### src/rtl/parameters_rounder_pipe_if.sv
// Stream bundle carrying packed fit-parameter words into and out of the rounder.
// The master side is the producer/consumer pair around the block; the slave side is the rounder itself.
interface parameters_rounder_pipe_if #(
  parameter int NFIELD = 3,
  parameter int WIN    = 14,
  parameter int DROP   = 1
);
  localparam int WOUT = WIN - DROP;

  logic                   in_valid;
  logic                   in_ready;
  logic [NFIELD*WIN-1:0]  in_data;
  logic [1:0]             in_mode;
  logic                   out_valid;
  logic                   out_ready;
  logic [NFIELD*WOUT-1:0] out_data;
  logic [NFIELD-1:0]      out_sat;

  modport master (
    output in_valid, in_data, in_mode, out_ready,
    input  in_ready, out_valid, out_data, out_sat
  );

  modport slave (
    input  in_valid, in_data, in_mode, out_ready,
    output in_ready, out_valid, out_data, out_sat
  );
endinterface

### src/rtl/parameters_rounder_pipe.sv
// Two-stage rounder for packed fit-parameter words: each field loses DROP LSBs under a
// run-time rounding mode, saturating at the field maximum, with a count of saturated words.
module parameters_rounder_pipe #(
  parameter int                NFIELD      = 3,
  parameter int                WIN         = 14,
  parameter int                DROP        = 1,
  parameter logic [NFIELD-1:0] SIGNED_MASK = 3'b011,
  parameter int                CNT_W       = 16
) (
  input  logic                    clock,
  input  logic                    reset,
  parameters_rounder_pipe_if.slave bus,
  input  logic                    sat_clear,
  output logic [CNT_W-1:0]        sat_count
);
  localparam int WOUT = WIN - DROP;
  localparam logic [DROP:0] HALF = (DROP+1)'(1) << (DROP - 1);

  typedef enum logic [1:0] {
    TRUNC      = 2'd0,
    HALF_UP    = 2'd1,
    HALF_AWAY  = 2'd2,
    CONVERGENT = 2'd3
  } round_mode_e;

  logic                   en;
  logic                   in_fire;
  logic                   out_fire;
  logic                   s1_valid;
  logic [NFIELD*WIN-1:0]  s1_data;
  round_mode_e            s1_mode;
  logic                   out_valid_q;
  logic [NFIELD*WOUT-1:0] out_data_q;
  logic [NFIELD-1:0]      out_sat_q;
  logic [NFIELD*WOUT-1:0] rnd_data;
  logic [NFIELD-1:0]      rnd_sat;

  // Returns {saturated, rounded value}; the increment is at most 1, so only the top can overflow.
  function automatic logic [WOUT:0] round_field(input logic [WIN-1:0] v,
                                                input logic           is_signed,
                                                input round_mode_e    mode);
    logic [WOUT-1:0] quot;
    logic [DROP:0]   frac;
    logic            neg;
    logic            gt;
    logic            eq;
    logic            inc;
    logic            ovf;
    logic [WOUT:0]   sum;
    logic [WOUT-1:0] res;
    quot = v[WIN-1:DROP];
    frac = {1'b0, v[DROP-1:0]};
    neg  = is_signed & v[WIN-1];
    gt   = frac > HALF;
    eq   = frac == HALF;
    inc  = 1'b0;
    case (mode)
      TRUNC:      inc = 1'b0;
      HALF_UP:    inc = gt | eq;
      HALF_AWAY:  inc = neg ? gt : (gt | eq);
      CONVERGENT: inc = gt | (eq & quot[0]);
      default:    inc = 1'b0;
    endcase
    sum = {is_signed & quot[WOUT-1], quot} + {{WOUT{1'b0}}, inc};
    ovf = is_signed ? (sum[WOUT] ^ sum[WOUT-1]) : sum[WOUT];
    if (ovf) begin
      res = is_signed ? {1'b0, {(WOUT-1){1'b1}}} : {WOUT{1'b1}};
    end else begin
      res = sum[WOUT-1:0];
    end
    return {ovf, res};
  endfunction

  assign en           = !out_valid_q | bus.out_ready;
  assign in_fire      = bus.in_valid & en;
  assign out_fire     = out_valid_q & bus.out_ready;
  assign bus.in_ready = en;
  assign bus.out_valid = out_valid_q;
  assign bus.out_data  = out_data_q;
  assign bus.out_sat   = out_sat_q;

  always_comb begin
    rnd_data = '0;
    rnd_sat  = '0;
    for (int k = 0; k < NFIELD; k++) begin
      {rnd_sat[k], rnd_data[k*WOUT +: WOUT]} =
        round_field(s1_data[k*WIN +: WIN], SIGNED_MASK[k], s1_mode);
    end
  end

  // Both stages advance together; the output register keeps its last word when a bubble passes.
  always_ff @(posedge clock) begin
    if (reset) begin
      s1_valid    <= 1'b0;
      s1_data     <= '0;
      s1_mode     <= TRUNC;
      out_valid_q <= 1'b0;
      out_data_q  <= '0;
      out_sat_q   <= '0;
    end else if (en) begin
      s1_valid    <= in_fire;
      out_valid_q <= s1_valid;
      if (in_fire) begin
        s1_data <= bus.in_data;
        s1_mode <= round_mode_e'(bus.in_mode);
      end
      if (s1_valid) begin
        out_data_q <= rnd_data;
        out_sat_q  <= rnd_sat;
      end
    end
  end

  always_ff @(posedge clock) begin
    if (reset || sat_clear) begin
      sat_count <= '0;
    end else if (out_fire && (|out_sat_q) && (sat_count != {CNT_W{1'b1}})) begin
      sat_count <= sat_count + 1'b1;
    end
  end
endmodule

### src/flat_wrapper.sv
// flat-port wrapper written by rule: the top's interface ports become plain ports
module parameters_rounder_pipe_flat 
#(
  parameter int                NFIELD      = 3,
  parameter int                WIN         = 14,
  parameter int                DROP        = 1,
  parameter logic [NFIELD-1:0] SIGNED_MASK = 3'b011,
  parameter int                CNT_W       = 16
)
  (clock, reset, sat_clear, sat_count, bus_in_valid, bus_in_data, bus_in_mode, bus_out_ready, bus_in_ready, bus_out_valid, bus_out_data, bus_out_sat);
  parameters_rounder_pipe_if #(.NFIELD(NFIELD), .WIN(WIN), .DROP(DROP)) bus_i ();
  input  logic clock;
  input  logic reset;
  input  logic sat_clear;
  output logic [CNT_W-1:0] sat_count;
  input wire logic [$bits(bus_i.in_valid)-1:0] bus_in_valid;
  input wire logic [$bits(bus_i.in_data)-1:0] bus_in_data;
  input wire logic [$bits(bus_i.in_mode)-1:0] bus_in_mode;
  input wire logic [$bits(bus_i.out_ready)-1:0] bus_out_ready;
  output wire logic [$bits(bus_i.in_ready)-1:0] bus_in_ready;
  output wire logic [$bits(bus_i.out_valid)-1:0] bus_out_valid;
  output wire logic [$bits(bus_i.out_data)-1:0] bus_out_data;
  output wire logic [$bits(bus_i.out_sat)-1:0] bus_out_sat;
  assign bus_i.in_valid = bus_in_valid;
  assign bus_i.in_data = bus_in_data;
  assign bus_i.in_mode = bus_in_mode;
  assign bus_i.out_ready = bus_out_ready;
  assign bus_in_ready = bus_i.in_ready;
  assign bus_out_valid = bus_i.out_valid;
  assign bus_out_data = bus_i.out_data;
  assign bus_out_sat = bus_i.out_sat;
  parameters_rounder_pipe #(.NFIELD(NFIELD), .WIN(WIN), .DROP(DROP), .SIGNED_MASK(SIGNED_MASK), .CNT_W(CNT_W)) u_core (.clock(clock), .reset(reset), .bus(bus_i), .sat_clear(sat_clear), .sat_count(sat_count));
endmodule
### config.mk
export PLATFORM = sky130hd
export DESIGN_NAME = parameters_rounder_pipe_flat
export DESIGN_NICKNAME = d
export VERILOG_FILES = /design/src/rtl/parameters_rounder_pipe_if.sv /design/src/rtl/parameters_rounder_pipe.sv /design/src/flat_wrapper.sv
export SDC_FILE = /design/constraint.sdc
export NUM_CORES = 1
export LEC_CHECK = 0
export CAP_MARGIN = 20
export CORE_MARGIN = 5
export CORE_UTILIZATION = 40
export CTS_BUF_LIST = sky130_fd_sc_hd__clkbuf_16
export CTS_CLUSTER_SIZE = 28
export DETAILED_ROUTE_END_ITERATION = 8
export PLACE_DENSITY = 0.78
export SYNTH_ARGS = -nofsm -noshare
export SYNTH_HDL_FRONTEND = slang
export SYNTH_SLANG_ARGS = --single-unit
### constraint.sdc
create_clock -name clock -period 3.3 [get_ports clock]
set_clock_uncertainty 0.2 [all_clocks]
set_input_delay 0.99 -clock clock [delete_from_list [all_inputs] [get_ports clock]]
set_output_delay 0.99 -clock clock [all_outputs]
set_load 0.05 [all_outputs]
==> impl_metrics.toml <==
[outcome]
status = "complete, no violations"

[floorplan]
fp.dieH_um = 118
std_cell_rows = 39
dieArea_mm2 = 0.0139
die_x_um = 118
start_util = 0.407
core_mm2 = 0.0114
io_pins = 109

[drt]
avgRoutedWirePerCell_um = 15.0
dr.first_iter.drc_count = 220
drt_wl_total_um = 12200
antenna_left = 0
num_vias = 4368
via_per_inst = 5.37
firstDrtPassIters = 5
drc_errors = 0

[final_layout]
final_cell_mix = "116 x nand2_1, 106 x clkdlybuf4s50_1, 104 x dfxtp_1"
final_util = 0.540
drive_gt1_frac = 0.0522
finalNonFillerCells = 813
nNetsFinal = 729
final_common_cell = "nand2_1"
syn2layout_area_growth_pct = 32.7
antennaDiodeCount = 0
nFillCells = 1088

[pwr]
p_per_area_mw_per_mm2 = 467
fin_total_pwr_mw = 2.88
peakVddDrop_v = 0.000225
p_leak_nw = 2.17

[critical_path]
cp_max_fo = 4
rrSetupSlack_ps = 160
r2r_start = "u_core.s1_mode[0]"
crit_path_max_incr_delay_ps = 380
worst_setup_path_start_kind = "flip-flop"
critPathCaptureType = "flip-flop"
crit_top_cell = "ha_1"
arrival_ps = 3140
r2r_end = "u_core.bus.out_data[0]"
crit_chain = "inv_1 -> ha_1 -> a221oi_1 -> nor3b_1 -> ha_1 -> ha_1 -> and3_1 -> nand3_1 -> xnor2_1 -> ha_1 -> buf_4 -> nor3_1 -> nor3_1"
crit_type = "flip-flop to flip-flop"
r2r_cells = 13
cp.required_ps = 3300
cp_slowest_cell = "dfxtp_1"

[clocking]
clk_pin_slew_worst_paths_ps = 70
cts-hold-fix-buffers = 0
cts_tree = "yes"
cts_buffers = 9
clkSinkCount = 104
cts.repair.resized = 0
clock_tree.root_cell = "clkbuf_16"
cts.path.max_buffers = 2
clk_latency_ps = 340
postCtsSetupBuffers = 0
htreeDepth = 3

[yosys]
synth_edf_count = 0
synth_ff_type = "dfxtp_1"
syn-num-nets = 629
synthCells = 567
post_synth_num_cell_types = 41
avgSynthCellArea_um2 = 8.19
ys_warn_count = 0
synth_area_mm2 = 0.00465
ys_ff_latch = 104
async_reset_ff_frac = 0
yosysSeqAreaShare = 0.448

[timing]
period_needed_ps = 3140
final-setup-viol-count = 0
worst_pin_slew_ps = 664
max-slew-margin-rel = 0.550
hold_viol = 0
slew_viol_final = 0
clock.fmax_ghz = 0.319
min_period_over_period = 0.951

[min_path]
hold_end = "u_core.s1_data[28]"
hold_path_startpoint = "u_core.s1_data[28]"
hold_depth = 2
hp-class = "flip-flop to flip-flop"

[placement]
dp_cells = 797
post-dp-hpwl_um = 9160
portBuffers = 108
place_congestion = 0.889

[global_route]
antenna_found_initial = 1
overflow = 0
grt_pass1_wl_um = 20100
grt_max_degree = 46
grt_usage = 0.172
grt_pass1_vias = 4301

[job]
cap_violations = 0
synthesized netlist by cell type (2+ instances only):
| library cell | instances | area (um2) |
|---|---|---|
| nand4_1 | 12 | 75.1 |
| o21bai_1 | 2 | 15.0 |
| nor4_1 | 4 | 25.0 |
| o21ai_1 | 4 | 20.0 |
| nor2_1 | 46 | 173 |
| xnor2_1 | 15 | 131 |
| a31oi_1 | 6 | 37.5 |
| xor2_1 | 14 | 123 |
| clkbuf_1 | 16 | 60.1 |
| nand3_1 | 13 | 65.1 |
| ha_1 | 13 | 163 |
| o311a_1 | 2 | 20.0 |
| or2_2 | 4 | 25.0 |
| or3_1 | 4 | 25.0 |
| nand2_1 | 116 | 435 |
| a221oi_1 | 2 | 17.5 |
| a21oi_1 | 66 | 330 |
| o31ai_1 | 9 | 67.6 |
| a211oi_1 | 27 | 203 |
| buf_2 | 11 | 55.1 |
| and2_1 | 6 | 37.5 |
| inv_1 | 12 | 45.0 |
| buf_1 | 4 | 15.0 |
| dfxtp_1 | 104 | 2080 |
| nor3b_1 | 3 | 22.5 |
| or4_1 | 9 | 67.6 |
| nor3_1 | 17 | 85.1 |
| and4_1 | 8 | 70.1 |
| a311oi_1 | 2 | 17.5 |
| buf_6 | 2 | 22.5 |
| and3_1 | 4 | 25.0 |
worst max-delay path by stage:
stage,startpoint,endpoint,slack (ps),cells past startpoint
floorplan,u_core.s1_mode[0],u_core.bus.out_data[10],420,12
global placement,bus_out_ready,bus_in_ready,290,3
detailed placement,u_core.s1_mode[0],u_core.bus.out_data[24],230,13
CTS,u_core.s1_mode[0],u_core.bus.out_data[24],220,13
global route,u_core.s1_mode[0],u_core.bus.out_data[0],-20,13
finish,u_core.s1_mode[0],u_core.bus.out_data[0],160,13
sequential cells by signal (all words and copies together) (netlist names):
register / cells
u_core.s1_data: 42
u_core.bus.out_data: 39
u_core.sat_count: 16
u_core.bus.out_sat: 3
u_core.s1_mode: 2
u_core.bus.out_valid: 1
u_core.s1_valid: 1
kinds of logic after synthesis:
family | share of synthesized area
buffers and inverters | 0.0426
adder cells (fa/ha/maj) | 0.0350
XOR/XNOR | 0.0547
AO/OA/AOI/OAI | 0.163
multiplexers | 0.00215
AND/OR/NAND/NOR | 0.254
flip-flops | 0.448
final cells by class:
| type | count | area [um2] | area share |
|---|---|---|---|
| Multi-Input combinational cell | 418 | 2370 | 0.384 |
| Sequential cell | 104 | 2080 | 0.338 |
| Timing Repair Buffer | 122 | 1210 | 0.197 |
| Clock buffer | 9 | 225 | 0.0365 |
| Tap cell | 143 | 179 | 0.0290 |
| Clock inverter | 5 | 52.6 | 0.00853 |
| Inverter | 12 | 45.0 | 0.00731 |
per-stage QoR:
stage / TNS, ps / setup WS (ps) / area [um2] / hold WS (ps)
after global placement: 0 / 294 / 5870 / 241
after floorplan: 0 / 425 / 4650 / 232
final: 0 / 163 / 6160 / 254
after CTS: 0 / 224 / 6150 / 254
after global routing: -44.6 / -24.3 / 6160 / 285
after detailed placement: 0 / 229 / 5870 / 244
worst max-delay path, delay by kind of cell, from the launching register on:
kind	cells	cell delay, ps
fa+ha+maj	4	980
simple gates	5	750
flops	1	380
compound gates	1	300
buf+inv	2	240
xor+xnor	1	150
per-layer routing:
metal | track usage | vias up | wire length (um)
met5 | 0 | - | 11
met4 | 0.0638 | 2 | 218
met3 | 0.0399 | 19 | 735
met2 | 0.290 | 128 | 6060
met1 | 0.213 | 2025 | 5210
li1 | - | 2194 | -
where the power goes:
group          leakage, nW  total [mW]  internal, mW  switching (mW)
clock                0.136        1.01         0.574           0.434
combinational         1.18       0.486         0.197           0.289
sequential           0.853        1.39          1.32          0.0629
(Power assumes the default switching activity.)
